`src/rtl/param_cnt_div.sv`:
```
// Up/down counter with programmable inclusive limit, wrap or one-shot halt, and a
// mod-DIV residue tracker with serial recompute, enabled by the CNT_DIV_CHK_EN macro.
module param_cnt_div #(
   parameter int WIDTH     = 16,
   parameter int DIV       = 3,
   parameter int LIMIT_RST = 300
) (
   input  logic             clk,
   input  logic             rstn,
   input  logic             en,
   input  logic             clr,
   input  logic             load,
   input  logic [WIDTH-1:0] load_val,
   input  logic             dir,
   input  logic             oneshot,
   input  logic [WIDTH-1:0] limit,
   output logic [WIDTH-1:0] out,
   output logic             wrap,
   output logic             done,
   output logic             ready,
   output logic             div_hit,
   output logic             div_valid,
   output logic [1:0]       dbg_state
);

   typedef enum logic [1:0] {
      ST_RUN  = 2'd0,
      ST_CALC = 2'd1,
      ST_HALT = 2'd2
   } state_t;

   localparam logic [WIDTH-1:0] LIM_DEF = WIDTH'(LIMIT_RST);

`ifdef CNT_DIV_CHK_EN
   localparam state_t ST_RECALC = ST_CALC;
`else
   localparam state_t ST_RECALC = ST_RUN;
`endif

   state_t           r_state;
   state_t           w_state_nxt;
   logic [WIDTH-1:0] r_out;
   logic             r_wrap;
   logic [WIDTH-1:0] w_lim;
   logic             w_step;
   logic             w_at_end;
   logic             w_wrap_step;

   assign w_lim       = (limit == '0) ? LIM_DEF : limit;
   assign w_step      = (r_state == ST_RUN) && en && !clr && !load;
   // Values above the limit count as "at the end" so the next up-step wraps.
   assign w_at_end    = dir ? (r_out >= w_lim) : (r_out == '0);
   assign w_wrap_step = w_step && w_at_end;

`ifdef CNT_DIV_CHK_EN
   localparam int IDXW = (WIDTH > 1) ? $clog2(WIDTH) : 1;

   logic [7:0]      r_res;
   logic [IDXW-1:0] r_bit_idx;
   logic [7:0]      w_res_inc;
   logic [7:0]      w_res_dec;
   logic [8:0]      w_res_dbl;
   logic [7:0]      w_res_calc;

   assign w_res_inc  = (r_res == 8'(DIV - 1)) ? 8'd0 : r_res + 8'd1;
   assign w_res_dec  = (r_res == 8'd0) ? 8'(DIV - 1) : r_res - 8'd1;
   // 2r+bit stays below 2*DIV, so one conditional subtract reduces it.
   assign w_res_dbl  = {r_res, r_out[r_bit_idx]};
   assign w_res_calc = (w_res_dbl >= 9'(DIV)) ? 8'(w_res_dbl - 9'(DIV)) : w_res_dbl[7:0];

   always_ff @(posedge clk or negedge rstn) begin
      if (!rstn) begin
         r_res     <= '0;
         r_bit_idx <= '0;
      end else if (clr) begin
         r_res <= '0;
      end else if (load || (w_wrap_step && !oneshot && !dir)) begin
         r_res     <= '0;
         r_bit_idx <= IDXW'(WIDTH - 1);
      end else if (r_state == ST_CALC) begin
         r_res     <= w_res_calc;
         r_bit_idx <= r_bit_idx - IDXW'(1);
      end else if (w_step) begin
         if (!w_at_end)
            r_res <= dir ? w_res_inc : w_res_dec;
         else if (!oneshot)
            r_res <= '0;
      end
   end
`endif

   always_ff @(posedge clk or negedge rstn) begin
      if (!rstn) r_state <= ST_RUN;
      else       r_state <= w_state_nxt;
   end

   always_comb begin
      w_state_nxt = r_state;
      if (clr) begin
         w_state_nxt = ST_RUN;
      end else if (load) begin
         w_state_nxt = ST_RECALC;
      end else begin
         case (r_state)
            ST_RUN: begin
               if (w_wrap_step) begin
                  if (oneshot)   w_state_nxt = ST_HALT;
                  else if (!dir) w_state_nxt = ST_RECALC;
               end
            end
`ifdef CNT_DIV_CHK_EN
            ST_CALC: if (r_bit_idx == '0) w_state_nxt = ST_RUN;
`else
            ST_CALC: w_state_nxt = ST_RUN;
`endif
            ST_HALT: w_state_nxt = ST_HALT;
            default: w_state_nxt = ST_RUN;
         endcase
      end
   end

   always_ff @(posedge clk or negedge rstn) begin
      if (!rstn) begin
         r_out  <= '0;
         r_wrap <= 1'b0;
      end else begin
         r_wrap <= 1'b0;
         if (clr) begin
            r_out <= '0;
         end else if (load) begin
            r_out <= load_val;
         end else if (w_step) begin
            if (!w_at_end) begin
               r_out <= dir ? r_out + WIDTH'(1) : r_out - WIDTH'(1);
            end else if (!oneshot) begin
               r_out  <= dir ? '0 : w_lim;
               r_wrap <= 1'b1;
            end
         end
      end
   end

   always_comb begin
      done      = (r_state == ST_HALT);
      ready     = (r_state == ST_RUN);
      dbg_state = r_state;
`ifdef CNT_DIV_CHK_EN
      div_valid = (r_state != ST_CALC);
      div_hit   = (r_res == 8'd0);
`else
      div_valid = 1'b0;
      div_hit   = 1'b0;
`endif
   end

   assign out  = r_out;
   assign wrap = r_wrap;

endmodule

```
`config.mk`:
```
export PLATFORM = sky130hd
export DESIGN_NAME = param_cnt_div
export DESIGN_NICKNAME = d
export VERILOG_FILES = /design/src/rtl/param_cnt_div.sv
export SDC_FILE = /design/constraint.sdc
export NUM_CORES = 1
export LEC_CHECK = 0
export CAP_MARGIN = 20
export CORE_ASPECT_RATIO = 0.5
export CORE_MARGIN = 2
export CORE_UTILIZATION = 50
export CTS_CLUSTER_DIAMETER = 200
export CTS_CLUSTER_SIZE = 10
export DETAILED_ROUTE_END_ITERATION = 7
export HOLD_SLACK_MARGIN = 0.05
export PLACE_DENSITY = 0.92
export SLEW_MARGIN = 20
export SYNTH_ARGS = -nofsm -noshare
export SYNTH_HDL_FRONTEND = slang
export SYNTH_SLANG_ARGS = --single-unit
```
`constraint.sdc`:
```
create_clock -name clk -period 5.9 [get_ports clk]
set_input_delay 0.885 -clock clk [delete_from_list [all_inputs] [get_ports clk]]
set_output_delay 0.885 -clock clk [all_outputs]
set_load 0.01 [all_outputs]
```
# Yosys cells after proc, flatten, opt, wreduce, memory -nomap -nowiden
# Cells that the tools add are included.
# W data, S select, Z words.
# word_totals
regBits	19
latchBits	0
mem_bits_rw	0
romBits	0
in_bits	39
output_inout_bits	23
elab_cells	42
mem_count	0
# classes
add_sub_neg	2
multipliers	0
div_mod_pow	0
magnitude_cmp	1
eq_ne	4
n_shift	0
mux	20
bitwise	0
reduce_logical	12
# ops
op	count
$mux W16	8
$logic_not A16 Y1	2
$add A16 B1 Y16 const B	1
$ge A16 B16 Y1	1
$sub A16 B1 Y16 const B	1
$mux W2	5
$mux W1	6
$ne A5 B5 Y1 const B	1
$logic_and A1 B1 Y1	4
$ne A4 B3 Y1 const B	1
$ne A4 B4 Y1 const B	1
$pmux W2 S2	1
$reduce_and A2 Y1	2
$reduce_bool A3 Y1	1
$eq A2 B2 Y1 const B	1
$logic_not A1 Y1	2
$logic_not A2 Y1	1

# Depth between registers and ports, before layout
# logic_depth
ltp_word	9
ltp_mapped	12

# Least setup slack after synthesis
# No wires, ideal clock.
# synth_timing
path_type	in2reg
start	in limit[3]
end	reg r_out[6], in the netlist out[6]
setup_time_ns	0.096
arrival_ns	3.077
required_ns	5.804
path_slack_ns	2.728
cell_stages	12
n_path_buf	1
cell_sequence	nor4_1 > and4_1 > nor2_1 > ha_1 > a21oi_1 > o21ai_2 > a2111oi_4 > a22oi_4 > a21oi_2 > buf_6 > nor2_2 > o32ai_2
# synth_between
elab_chain_cells	8
elab_cells_between_ends	12
# synth_rtl
item	line	rtl
start: declaration	16	input logic [WIDTH-1:0] limit,
$logic_not A16 Y1	49	assign w_lim = (limit == '0) ? LIM_DEF : limit;
$mux W16 (*)	49	
$ge A16 B16 Y1 / $mux W16 (equally long branches)	52, 136	
$mux W1 / $mux W16 (equally long branches)	52, 135	
$mux W16	133	if (!w_at_end) begin
$mux W16	132	end else if (w_step) begin
$mux W16	130	end else if (load) begin
$mux W16	128	if (clr) begin
end signal: assignment	131	r_out <= load_val;
end signal: assignment	134	r_out <= dir ? r_out + WIDTH'(1) : r_out - WIDTH'(1);
end signal: assignment	136	r_out <= dir ? '0 : w_lim;
end: declaration	42	logic [WIDTH-1:0] r_out;
# Mark *: on every way between the ends. The rest lies on a longest branch, timed or not. The select of a mux whose other input is x is not followed.
# A chain may end at the register's enable or synchronous reset.

# Worst setup path after layout
# layout_timing
start	in limit[0]
end	reg r_out[7], in the netlist out[7]
# The elaborated chain is that of the path after synthesis.

==> results.txt <==
# IOs: 62
Wirelength per Cell: 17.64 um
Synth Area in Adders: 16.70%
Slew headroom: 44.83%
Hold Buf Count CTS: 0
Post-route ant nets: 0
Gate Count Post-Synth: 294
Antenna violations before repair: 0
CTS max path bufs: 2
Hold Vio Cnt, Final: 0
Grt ovf: 0
Status: finished, final reports clean
Drt first pass iters: 4
Dpl hpwl: 5612 um
Register area share after synthesis: 19.03%
GRT Overall Usage: 27.41%
Syn Std Cell Area: 2367 um2
Worst-Margin Slew: 825.0 ps
Clock Root Buffer: clkbuf_8
Syn avg cell area: 8.052 um2
Min Hold Slack: 605.4 ps
Total power: 0.4965 mW
Core Region: 4467 um2
Initial Util: 53.00%
Routed vias/inst: 6.336
WS Path Type: in -> reg
Mux share of post-synthesis cell area: 1.691%
Port Buffers: 58
Clock Latency Late Sink: 260 ps
Worst hold path class: reg -> reg
Area of the die: 5334 um2
Layout cell share with drive strength beyond 1: 7.018%
Ys flop type: dfrtp_1
Fillcell total: 354
Pre-CTS setup slack: 1221 ps
Clock tree from TritonCTS: built
Yosys cell types: 70
Simple-gate share of the synthesized area: 21.30%
H-tree Lvls: 1
Number of synthesized register bits: 18
Top post-synthesis cells by area: dfrtp_1, ha_1, a21oi_1
Xor/xnor cell area share of the yosys netlist: 2.960%
Worst path most repeated cell: o21ai_0
Peak supply drop: 0.1023 mV
RD Place Congestion: 1.046
Post_cts resized: 0
Synth Warn #: 0
Critical path peak fanout: 27
Vias in the first global route: 2345
Count leader, synth: ha_1
Startpoint Class: primary input
Clock skew: 4.224 ps
Final #Nets: 414
Area added between synthesis and finish: 25.69%
Fin. max-slew vios: 0
Reg clk slew, reported paths: 60 ps
Critical path's slowest cell: a21oi_2
Crit path largest cell delay: 700 ps
# diodes: 0
Placed Cells: 396
Clock Sinks: 18
F_max: 0.2148 GHz
Setup ws final: 1245 ps
Fin cells: 399
Largest family of logic cells by synthesized area: compound AO/OA/AOI/OAI gates
Min cycle time layout: 4655 ps
WL final: 7038 um
CTS Buf Count: 3
DR vias: 2528
Top cell type's share of synthesized area: 19.03%
DRT iter0 DRCs: 188
Core Rows: 17
Leak: 1.290 nW
Worst Path Required: 6050 ps
RSZ-0062 raised after global routing: no
Setup tns final: 0 ps
Maxcap violations: 0
Die X: 101.3 um
Synth top cells by count: ha_1, nor2_1, inv_1
Setup violators final: 0
Data arrival, critical path: 4810 ps
Async SR Flop Fraction: 100.0%
PwrDens: 166.9 nW/um2
CP cell instances: clkdlybuf4s50_1, nor4_1, and4_1, nor2_1, ha_1, a41oi_1, o21ai_0, a22oi_2, a22oi_4, a21oi_2, o21ai_0, a311oi_2
Synth Area in Compound Gates: 30.29%
Postcts setup bufs: 0
Die Height: 52.66 um
Number of synthesized flops with an enable pin: 0
Largest net degree at the start of global routing: 28
Number of remaining DRC errors: 0
Final period util: 78.90%
Synth area leader: dfrtp_1
Crit. End Element: register
First-pass GRT wire length: 11230 um
per-layer routing:
layer	routed length (um)	GRT usage, %	up-vias
li1	-	-	1191
met1	2993	35.59	1157
met2	3156	45.25	149
met3	663	6.667	31
met4	225	8.784	0
met5	0	0	-
worst paths after layout:
| check | from | to | slack, ps | cells past startpoint |
|---|---|---|---|---|
| max | limit[0] | out[7] | 1250 | 12 |
| min | dbg_state[1] | dbg_state[1] | 610 | 2 |
| max reg2reg | out[11] | out[7] | 2780 | 8 |
| min reg2reg | dbg_state[1] | dbg_state[1] | 610 | 2 |
| max in group asynchronous | rstn | out[3] | 4330 | 1 |
| min in group asynchronous | rstn | out[15] | 1080 | 1 |
sequential cells by signal, indices dropped and copies added (netlist names):
| name | flops |
|---|---|
| dbg_state | 1 |
| out | 16 |
| wrap | 1 |
where the power goes:
group | internal (mW) | switching (mW) | total (mW)
clock network | 0.0454 | 0.0393 | 0.0848
registers | 0.133 | 0.0194 | 0.153
logic | 0.121 | 0.138 | 0.259
total | 0.299 | 0.197 | 0.496
through the flow:
step                      utilization [%]  instance area, um2
final                               66.61                2975
after global routing                66.61                2975
after CTS                           66.61                2975
after detailed placement            65.69                2934
after global placement              65.69                2934
after floorplan                         -                2375
final cells by class:
class                   count  area [um2]  share of cell area (%)
inverters                  25       93.84                   3.154
well taps                  57       71.32                   2.397
multi-input cells         238        1738                   58.41
flip-flops and latches     18       450.4                   15.14
clock buffers               3       41.29                   1.388
repair buffers             58       580.6                   19.51
cell families (layout without fill, tap and decap cells):
logic type / Yosys count / count (layout)
AO/OA/AOI/OAI: 94 / 94
flip-flops: 18 / 18
other: 1 / 3
XOR/XNOR: 8 / 8
buffers and inverters: 40 / 86
adder cells (fa/ha/maj): 31 / 31
multiplexers: 4 / 4
AND/OR/NAND/NOR: 98 / 98
worst max-delay path: cells and delay by family:
kind                     cells  cell delay [ps]
AO/OA/AOI/OAI                7             2080
buffers and inverters        1              450
adder cells (fa/ha/maj)      1              320
AND/OR/NAND/NOR              3             1050
layout by cell type, fill, tap and decap left out, drive strengths merged, types with 4 or more instances in the layout:
cell type and count:
and2 7, nor2 29, dfrtp 18, a21oi 23
inv 25, nand2 22, o22ai 6, a21o 4
o32ai 4, nor4 9, nor2b 5, o21ai 16
clkdlybuf4s50 58, mux2i 4, nor3 9, a311oi 4
ha 30, a211oi 5, a31oi 7, xor2 5
Power figures use the tool's default switching activity.
